[src/rtl/seq_frame_tx.sv]
// Serial frame transmitter: sync preamble, then data MSB-first, then an idle gap.
// Ports: clk, reset_n, din/din_valid/din_ready (word in), bit_en (slot strobe), x/x_valid/busy/frame_done (out).
module seq_frame_tx #(
  parameter int                DATA_W   = 8,
  parameter int                PRE_W    = 3,
  parameter logic [PRE_W-1:0]  PREAMBLE = 3'b011,
  parameter int                GAP_BITS = 2
) (
  input  logic              clk,
  input  logic              reset_n,
  input  logic [DATA_W-1:0] din,
  input  logic              din_valid,
  output logic              din_ready,
  input  logic              bit_en,
  output logic              x,
  output logic              x_valid,
  output logic              busy,
  output logic              frame_done
);

  localparam int L    = PRE_W + DATA_W;
  localparam int M1   = (PRE_W > DATA_W) ? PRE_W : DATA_W;
  localparam int MAXV = (M1 > GAP_BITS) ? M1 : GAP_BITS;
  localparam int CW   = $clog2(MAXV + 1);
  localparam int GM1  = (GAP_BITS > 0) ? GAP_BITS - 1 : 0;

  localparam logic [CW-1:0] PRE_LAST = CW'(PRE_W - 1);
  localparam logic [CW-1:0] DAT_LAST = CW'(DATA_W - 1);
  localparam logic [CW-1:0] GAP_LAST = CW'(GM1);

  typedef enum logic [1:0] {
    IDLE = 2'd0,
    PRE  = 2'd1,
    DATA = 2'd2,
    GAP  = 2'd3
  } state_t;

  state_t        state_q, state_d;
  logic [CW-1:0] cnt_q, cnt_d;
  logic [L-1:0]  sr_q, sr_d;
  logic          x_q, x_d;
  logic          xv_q, xv_d;
  logic          done_q, done_d;

  always_ff @(posedge clk or negedge reset_n) begin
    if (!reset_n) begin
      state_q <= IDLE;
      cnt_q   <= '0;
      sr_q    <= '0;
      x_q     <= 1'b0;
      xv_q    <= 1'b0;
      done_q  <= 1'b0;
    end else begin
      state_q <= state_d;
      cnt_q   <= cnt_d;
      sr_q    <= sr_d;
      x_q     <= x_d;
      xv_q    <= xv_d;
      done_q  <= done_d;
    end
  end

  // sr_q holds the bits still to send after the one on x,
  // so preamble and data share a single shift path.
  always_comb begin
    state_d = state_q;
    cnt_d   = cnt_q;
    sr_d    = sr_q;
    x_d     = x_q;
    xv_d    = xv_q;
    done_d  = 1'b0;
    unique case (state_q)
      IDLE: begin
        if (din_valid) begin
          state_d = PRE;
          cnt_d   = '0;
          sr_d    = {PREAMBLE, din} << 1;
          x_d     = PREAMBLE[PRE_W-1];
          xv_d    = 1'b1;
        end
      end
      PRE: begin
        if (bit_en) begin
          x_d  = sr_q[L-1];
          sr_d = sr_q << 1;
          if (cnt_q == PRE_LAST) begin
            state_d = DATA;
            cnt_d   = '0;
          end else begin
            cnt_d = cnt_q + CW'(1);
          end
        end
      end
      DATA: begin
        if (bit_en) begin
          sr_d = sr_q << 1;
          if (cnt_q == DAT_LAST) begin
            cnt_d = '0;
            x_d   = 1'b0;
            xv_d  = 1'b0;
            if (GAP_BITS > 0) begin
              state_d = GAP;
            end else begin
              state_d = IDLE;
              done_d  = 1'b1;
            end
          end else begin
            cnt_d = cnt_q + CW'(1);
            x_d   = sr_q[L-1];
          end
        end
      end
      GAP: begin
        if (bit_en) begin
          if (cnt_q == GAP_LAST) begin
            state_d = IDLE;
            cnt_d   = '0;
            done_d  = 1'b1;
          end else begin
            cnt_d = cnt_q + CW'(1);
          end
        end
      end
      default: begin
        state_d = IDLE;
        cnt_d   = '0;
        x_d     = 1'b0;
        xv_d    = 1'b0;
      end
    endcase
  end

  assign x          = x_q;
  assign x_valid    = xv_q;
  assign frame_done = done_q;
  assign busy       = (state_q != IDLE);
  assign din_ready  = (state_q == IDLE);

endmodule

[config.mk]
export PLATFORM = sky130hd
export DESIGN_NAME = seq_frame_tx
export DESIGN_NICKNAME = d
export VERILOG_FILES = /design/src/rtl/seq_frame_tx.sv
export SDC_FILE = /design/constraint.sdc
export NUM_CORES = 1
export LEC_CHECK = 0
export ABC_AREA = 1
export ABC_CLOCK_PERIOD_IN_PS = 1600
export CORE_MARGIN = 3
export CORE_UTILIZATION = 53
export DETAILED_ROUTE_END_ITERATION = 6
export PLACE_DENSITY = 0.88
export SLEW_MARGIN = 20
export SYNTH_ARGS = -nofsm -noshare
export SYNTH_HDL_FRONTEND = slang
export SYNTH_SLANG_ARGS = --single-unit
[constraint.sdc]
create_clock -name clk -period 1.6 [get_ports clk]
set_input_delay 0.48 -clock clk [delete_from_list [all_inputs] [get_ports clk]]
set_output_delay 0.48 -clock clk [all_outputs]
set_load 0.02 [all_outputs]
==> key figures <==
Synth
  • Post-Synthesis Cells: 150
  • Cell Area, Synth: 1180 µm²
  • Syn Nets: 171
  • #FFs+latches synth: 19
  • Average size of a mapped cell: 7.87 µm²
  • Seq/Total Area, Yosys: 0.403
  • Synth unique cells: 26
  • Ys Warns: 0

Power and ir drop
  • P_leak: 0.732 nW
  • Clock power share: 0.081
  • Flop pwr share: 0.253
  • Sw frac: 0.477
  • NetSw: 1.44 mW
  • Pwr Total: 3.02 mW
  • Power density over the cells: 2090 nW/µm²
  • VDD IR max: 1.54 mV
  • Combinational power share: 0.666
  • P_int: 1.58 mW

STA
  • Final min period: 1580 ps
  • Final setup violating endpoints: 0
  • Final Skew: 3.81 ps
  • Peak Freq: 632 MHz
  • Worst-margin pin slew: 257 ps
  • Fin. max-slew vios: 0
  • Period utilization: 0.990
  • RSZ-0062 raised after global routing: true
  • Max transition margin: 0.828
  • Final hold vios: 0
  • Setup TNS: 0 ps

Floorplan
  • Number of cell rows: 16
  • Starting Density: 0.578
  • Die area: 2830 µm²
  • Floorplan Core Area: 2040 µm²
  • Top-Level Pins: 17
  • Die width: 53.2 µm
  • Die Y: 53.2 µm

Hold path
  • HP Class: flip-flop to flip-flop

Worst setup path
  • Worst Setup End Kind: primary output
  • Worst setup SP type: flip-flop
  • CP Class: flip-flop to primary output
  • CP Data Arrival Time: 1100 ps
  • Worst path required time: 1120 ps
  • Worst R2R Setup Slack: 100 ps
  • Critical Path Fanout Max: 4

Clock network
  • Clock Sinks: 19
  • Clk buf depth: 2
  • CTS root buf: clkbuf_4
  • # H-tree levels: 1
  • Clock-pin slew on the worst setup and hold paths: 110 ps
  • Cts hold-fix bufs: 0
  • CTS tree: built
  • Total CTS buffers: 3
  • Worst-Skew Late Latency: 300 ps

Final layout
  • Antenna Cells: 0
  • Area grow syn2layout: 22.8%
  • Post-route cell area: 1450 µm²
  • Ratio of cells with drive above 1 in the final layout: 0.207
  • Fillers: 161
  • Core Util, Final: 0.710
  • Nets: 196

Route
  • DRC violations left: 0
  • Antenna Nets Post-Route: 0
  • Final WL: 2370 µm
  • Vias: 1,003
  • Vias per cell: 4.99
  • Pre-antenna DRT Iters: 4
  • Initial drt markers: 19
  • Drt wl/cell: 11.8 µm

Placed design
  • GP Congestion: 0.869
  • IO Port Bufs: 16
  • Post-placement cell area: 1410 µm²
  • DP HPWL: 1760 µm

Run status
  • Status: finished, final reports clean

GRT
  • Total global routing overflow: 0
  • Initial antenna violation count: 0
  • First-pass GRT wire length: 4220 µm
  • Largest net degree at the start of global routing: 21
  • Gr usage total: 0.206
  • Vias in the first global route: 1,042

Job
  • Max-cap violation count: 0
[sequential cells by signal, summed over array words and instances (netlist names)]
signal      count
cnt_q           4
frame_done      1
sr_q           10
state_q         2
x               1
x_valid         1
[worst max-delay path, cell delays in order, from the launching register on]
cell	delay, ps
dfrtp_1	410
inv_2	80
ha_4	150
inv_2	40
buf_6	120
[power by group through the flow]
stage	clock network [mW]	logic, mW	registers, mW
finish	0.245	2.02	0.764
global route	0.274	2.27	0.789
CTS	0.253	1.99	0.763
detailed placement	0	1.94	0.770
global placement	0	1.84	0.757
floorplan	0	1.44	0.791
[layout by cell type, fill, tap and decap left out, drive strengths merged]
cell / n
buf: 9
nand2: 45
or2: 1
o31ai: 1
dlygate4sd2: 3
clkbuf: 4
nor3: 1
ha: 9
a21oi: 6
o21ai: 16
clkdlybuf4s50: 11
nand4: 1
o21a: 2
inv: 24
nand3: 8
nand3b: 1
xor2: 1
nor2: 12
dfrtp: 19
[cells in the mapped netlist, drive strengths merged]
library cell  count  area [µm²]
inv              24        92.6
or2               1        6.26
nand4             1        6.26
xor2              1        8.76
o21ai            16        80.1
nand2            45         186
a21oi             6        45.0
nor2             12        57.6
ha                9         113
dfrtp            19         475
o31ai             1        7.51
buf               3        30.0
nor3              1        5.00
nand3             8        45.0
nand3b            1        7.51
o21a              2        15.0
[cell families (layout without fill, tap and decap cells)]
| logic type | Yosys count | in the layout | synth area share |
|---|---|---|---|
| simple gates | 69 | 69 | 0.266 |
| buf+inv | 27 | 51 | 0.104 |
| compound gates | 25 | 25 | 0.125 |
| flops | 19 | 19 | 0.403 |
| fa+ha+maj | 9 | 9 | 0.0953 |
| xor+xnor | 1 | 1 | 0.00742 |
[per-layer routing]
layer,global-route usage,share of wire,routed length [µm],vias to the layer above
met5,0,0,0,-
met4,0.0979,0.017,40,0
met3,0.0366,0.040,94,6
met2,0.361,0.51,1220,18
met1,0.238,0.43,1020,462
li1,-,-,-,517
[what timing repair did]
| action | 4_1_cts | 5_1_grt |
|---|---|---|
| setup endpoints to repair | 5 | 7 |
| setup buffers | 0 | 0 |
| pin swaps | 1 | 1 |
| resized for setup | 16 | 5 |
[stage by stage]
| stage | hold WS (ps) | setup slack [ps] | instances |
|---|---|---|---|
| after floorplan | 184 | 119 | 150 |
| after global placement | 478 | -147 | 197 |
| after detailed placement | 479 | -190 | 197 |
| after CTS | 499 | -14.8 | 201 |
| after global routing | 532 | -32.4 | 201 |
| final | 496 | 16.7 | 201 |
[area by class of cell]
class | instances | area, µm² | area share
Tap cell | 27 | 33.8 | 0.0233
Timing Repair Buffer | 23 | 220 | 0.152
Inverter | 24 | 92.6 | 0.0638
Multi-Input combinational cell | 104 | 602 | 0.415
Sequential cell | 19 | 475 | 0.328
Clock buffer | 4 | 26.3 | 0.0181
[final timing paths]
check / from / to / cells past startpoint
max: state_q[0] / busy / 4
min: x_valid / x_valid / 1
max reg2reg: state_q[0] / state_q[1] / 8
min reg2reg: x_valid / x_valid / 1
max in group asynchronous: reset_n / state_q[0] / 2
min in group asynchronous: reset_n / state_q[1] / 2
Note: power is estimated with default switching activity, not from simulation.
